## config.mk

```make
export PLATFORM = sky130hd
export DESIGN_NAME = fetch_unit
export DESIGN_NICKNAME = d
export VERILOG_FILES = /design/src/rtl/fetch_unit_pkg.sv /design/src/rtl/fetch_pc_reg.sv /design/src/rtl/fetch_unit.sv
export SDC_FILE = /design/constraint.sdc
export NUM_CORES = 1
export LEC_CHECK = 0
export ABC_AREA = 1
export BUFFER_PORTS_ARGS = -buffer_cell sky130_fd_sc_hd__buf_2
export CAP_MARGIN = 20
export CORE_ASPECT_RATIO = 0.9
export CORE_MARGIN = 5
export CORE_UTILIZATION = 42
export CTS_BUF_LIST = sky130_fd_sc_hd__clkbuf_4 sky130_fd_sc_hd__clkbuf_8
export DETAILED_ROUTE_END_ITERATION = 16
export HOLD_SLACK_MARGIN = 0.1
export PLACE_DENSITY_LB_ADDON = 0.08
export SLEW_MARGIN = 10
export SYNTH_ARGS = -nofsm -noshare
export SYNTH_HDL_FRONTEND = slang
export SYNTH_SLANG_ARGS = --single-unit
export TNS_END_PERCENT = 100
```

## constraint.sdc

```tcl
create_clock -name clock -period 1.3 [get_ports clock]
set_clock_uncertainty 0.15 [all_clocks]
set_input_delay 0.13 -clock clock [delete_from_list [all_inputs] [get_ports clock]]
set_output_delay 0.13 -clock clock [all_outputs]
set_load 0.05 [all_outputs]
```

## src/rtl/fetch_unit_pkg.sv

```systemverilog
// Shared fetch-stage types and defaults.
// Defaults match those used by instruction_memory and decode.
package fetch_unit_pkg;

  localparam int ADDR_W_DEF  = 8;
  localparam int DATA_W_DEF  = 32;
  localparam int COUNT_W_DEF = 16;

  typedef enum logic [1:0] {
    PC_RESET,
    PC_LOAD,
    PC_HOLD,
    PC_INC
  } pc_op_e;

  // Reset beats redirect beats stall.
  function automatic pc_op_e pc_sel(
    input logic reset,
    input logic redirect,
    input logic hold
  );
    if (reset)         return PC_RESET;
    else if (redirect) return PC_LOAD;
    else if (hold)     return PC_HOLD;
    else               return PC_INC;
  endfunction

endpackage

```

## src/rtl/fetch_pc_reg.sv

```systemverilog
// Next-fetch PC register.
// Reset, redirect load, stall hold or increment.
module fetch_pc_reg
  import fetch_unit_pkg::*;
#(
  parameter int ADDR_W = ADDR_W_DEF,
  parameter logic [ADDR_W-1:0] RESET_PC = '0
) (
  input  logic              clock,
  input  pc_op_e            op,
  input  logic [ADDR_W-1:0] redirect_pc,
  output logic [ADDR_W-1:0] fetch_pc
);

  always_ff @(posedge clock) begin
    unique case (op)
      PC_RESET: fetch_pc <= RESET_PC;
      PC_LOAD:  fetch_pc <= redirect_pc;
      PC_HOLD:  fetch_pc <= fetch_pc;
      PC_INC:   fetch_pc <= fetch_pc + 1'b1;
      default:  fetch_pc <= fetch_pc;
    endcase
  end

endmodule

```

## src/rtl/fetch_unit.sv

```systemverilog
// Fetch stage: owns the PC, drives imem, hands words to decode.
// Supports back-pressure, redirect squash and an accept counter.
module fetch_unit
  import fetch_unit_pkg::*;
#(
  parameter int ADDR_W = ADDR_W_DEF,
  parameter int DATA_W = DATA_W_DEF,
  parameter logic [ADDR_W-1:0] RESET_PC = '0,
  parameter int COUNT_W = COUNT_W_DEF
) (
  input  logic               clock,
  input  logic               reset,
  output logic [ADDR_W-1:0]  imem_addr,
  input  logic [DATA_W-1:0]  imem_data,
  output logic               instr_valid,
  output logic [DATA_W-1:0]  instr,
  output logic [ADDR_W-1:0]  instr_pc,
  input  logic               decode_ready,
  input  logic               redirect_valid,
  input  logic [ADDR_W-1:0]  redirect_pc,
  output logic [COUNT_W-1:0] fetch_count
);

  logic [ADDR_W-1:0]  fetch_pc;
  logic               resp_valid;
  logic [ADDR_W-1:0]  resp_pc;
  logic [COUNT_W-1:0] count;
  logic               stall;
  pc_op_e             pc_op;

  assign stall = resp_valid & ~decode_ready & ~redirect_valid;
  assign pc_op = pc_sel(reset, redirect_valid, stall);

  fetch_pc_reg #(
    .ADDR_W   (ADDR_W),
    .RESET_PC (RESET_PC)
  ) u_pc (
    .clock       (clock),
    .op          (pc_op),
    .redirect_pc (redirect_pc),
    .fetch_pc    (fetch_pc)
  );

  // Re-read the held word so imem_data stays put during a stall.
  assign imem_addr   = stall ? resp_pc : fetch_pc;
  assign instr_valid = resp_valid & ~redirect_valid;
  assign instr       = imem_data;
  assign instr_pc    = resp_pc;
  assign fetch_count = count;

  always_ff @(posedge clock) begin
    if (reset) begin
      resp_valid <= 1'b0;
      resp_pc    <= '0;
      count      <= '0;
    end else begin
      if (instr_valid && decode_ready)
        count <= count + 1'b1;
      if (redirect_valid) begin
        resp_valid <= 1'b0;
      end else if (!stall) begin
        resp_valid <= 1'b1;
        resp_pc    <= fetch_pc;
      end
    end
  end

endmodule

```

==> key figures <==
Placed design
  • Final estimated routing congestion in global placement: 0.786
  • # port buffers: 44
  • HPWL after DPL: 3570 um

Synth
  • Post-synth EDFFs: 8
  • Synth area leader: dfxtp_1
  • Post-synth design cell area: 2000 um2
  • Synth Instances: 272
  • Mean Syn Cell Area: 7.37 um2
  • Synth area leaders: dfxtp_1, buf_4, edfxtp_1
  • Library cells used by synthesis: 32
  • Syn_nets: 318
  • Async SR Flop Fraction: 0
  • Yosys reg bits: 33
  • Share of the synthesized area in the top cell type: 0.250
  • Sequential-to-total area share from yosys stat: 0.370
  • Ys flop type: dfxtp_1
  • Synth Warn #: 0

Worst hold path
  • Worst Hold Class: in2reg
  • Worst hold stages: 3

Routing
  • Vias: 1845
  • Final ANT Viol Nets: 0
  • Post-DR wirelength/cell: 13.0 um
  • DR DRC count: 0
  • Drt pass-1 iters: 4
  • Post-Route WL: 5090 um
  • Vias per inst: 4.72
  • Drt initial violations: 75

Global route
  • Pin count of the biggest net entering global routing: 17
  • Grt peak-use layer: met2
  • Met3 Use GR: 0.0627
  • GRT met1 Usage: 0.229
  • Remaining Overflow, GRT: 0
  • Vias in the first global route: 1773
  • First-pass GRT wire length: 8400 um
  • GRT Total Usage: 0.170
  • GR met2 Demand/Resource: 0.245
  • Initial antenna violation count: 0

STA
  • Max Freq: 0.640 GHz
  • Tcrit/Tclk final: 1.20
  • # setup viols final: 32
  • Worst-Margin Slew: 0.343 ns
  • RSZ-0062 raised after global routing: yes
  • Max Slew Vio Count: 0
  • Headroom to the max-slew limit: 0.771
  • Final min period: 1.56 ns
  • Setup Total Neg Slack: -3.94 ns
  • Fin. Hold Viols: 0
  • Final worst-path setup slack: -0.263 ns

Clocking
  • CTS tree: done
  • Htree depth: 2
  • Worst skew pair latency: 0.29 ns
  • Root Buffer Master: clkbuf_8
  • Clock edge transition at the registers on the reported setup and hold paths: 0.06 ns
  • CTS Buffer Depth: 2
  • CTS buffer count: 5
  • Clk sinks: 33

Finish
  • # diodes: 0
  • Register Area: 779 um2
  • Net count, final: 374
  • Final core occ: 0.629
  • Max reg flops: 16
  • Fillers: 427
  • Area taken by multi-input logic gates: 1050 um2
  • Layout cells sized above 1: 0.492
  • Synth-to-layout area growth: 42.6%

Floorplan
  • Die height: 75.5 um
  • # rows: 23
  • Chip width: 82.8 um
  • Top Ports: 109
  • Initial Utilization: 0.441
  • Core ar.: 4550 um2
  • Die ar.: 6260 um2

Power and ir drop
  • P_leak: 1.22 nW
  • VDD IR max: 0.521 mV
  • Power per cell area: 895 nW/um2

Status
  • Outcome: complete, but fails checks
  • Failing checks: setup timing

Worst setup path
  • Critical path data arrival time: 1.28 ns
  • Worst setup EP type: output pin
  • Cell family with most CP delay: flip-flops
  • CP Cell Sequence: nand2_2, inv_6, nand2_8, o21ai_4, inv_4, buf_4
  • Worst path buffer plus inverter count: 3
  • Critical path's slowest cell: dfxtp_2
  • Max incr delay on CP: 0.33 ns
  • FF-to-FF path depth: 8
  • Worst EP required: 1.02 ns
  • Crit-path max FO: 8
  • CP startpoint kind: register
  • Stages on the worst setup path: 6
  • WS Path Type: reg2out

Job
  • Maxcap violations: 0
cells in the final DEF, fill, tap and decap left out, drive strengths merged, types with 6 or more instances in the layout:
master,count
edfxtp,8
clkbuf,11
nand2,46
a21oi,6
o21ai,28
nor2,31
buf,74
inv,40
nand3,31
dlygate4sd3,9
nor3,6
dfxtp,25
repair_timing:
item / CTS / global route
gates resized for setup: 35 / 33
hold buffers: 9 / 1
gates cloned: 1 / 0
hold endpoints to repair: 14 / 1
pin swaps: 6 / 11
buffers inserted: 3 / 5
endpoints found under the setup margin: 27 / 41
cells in the mapped netlist, drive strengths merged, types with 2 or more instances:
master / n
dfxtp: 25
nand4: 4
buf: 37
nand2: 45
ha: 2
xor2: 3
o21ai: 28
nor2: 31
nor3: 6
a21oi: 6
nand3: 31
inv: 40
edfxtp: 8
layer usage:
metal | wire length (um) | vias to the layer above
met1 | 2360 | 805
met5 | 0 | -
met2 | 2190 | 65
met3 | 434 | 21
met4 | 106 | 0
li1 | - | 954
stage by stage:
| step | power (mW) | hold slack (ns) | setup WS, ns | std cells | instance area [um2] |
|---|---|---|---|---|---|
| 2_1_floorplan | 1.70 | 0.197 | -0.0625 | 272 | 2110 |
| 3_3_place_gp | 1.59 | 0.110 | -0.0734 | 366 | 2350 |
| 3_5_place_dp | 1.59 | 0.110 | -0.0896 | 366 | 2350 |
| 4_1_cts | 2.54 | 0.110 | -0.285 | 387 | 2700 |
| 5_1_grt | 2.68 | 0.105 | -0.325 | 391 | 2860 |
| 6_report | 2.56 | 0.0894 | -0.263 | 391 | 2860 |
path summary, 6_finish.rpt:
| kind | startpoint | end | slack (ns) |
|---|---|---|---|
| worst min register to register | fetch_count[8] | fetch_count[8] | 0.35 |
| worst max-delay path | resp_valid | imem_addr[1] | -0.26 |
| worst max register to register | resp_valid | fetch_count[12] | -0.17 |
| worst min-delay path | reset | fetch_count[1] | 0.09 |
worst min-delay path, cell delays in order:
cell and delay, ns:
buf_2 0.13, buf_4 0.19, a21oi_2 0.04
final cells by class:
| cell class | instances | area share |
|---|---|---|
| multi-input combinational | 161 | 0.366 |
| sequential | 33 | 0.273 |
| clock buffer | 8 | 0.0341 |
| inverter | 41 | 0.0617 |
| timing repair buffer | 86 | 0.239 |
| tap | 62 | 0.0271 |
logic make-up after synthesis:
group | after synthesis | share of synthesized area
simple gates | 118 | 0.273
xor+xnor | 4 | 0.0175
compound gates | 36 | 0.109
flops | 33 | 0.370
buf+inv | 79 | 0.218
fa+ha+maj | 2 | 0.0125
power by group:
part | total [mW] | switching, mW | internal, mW
registers | 1.11 | 0.0366 | 1.07
clock network | 0.870 | 0.396 | 0.474
logic | 0.578 | 0.343 | 0.235
No activity file was read; power rests on OpenSTA's default activity.
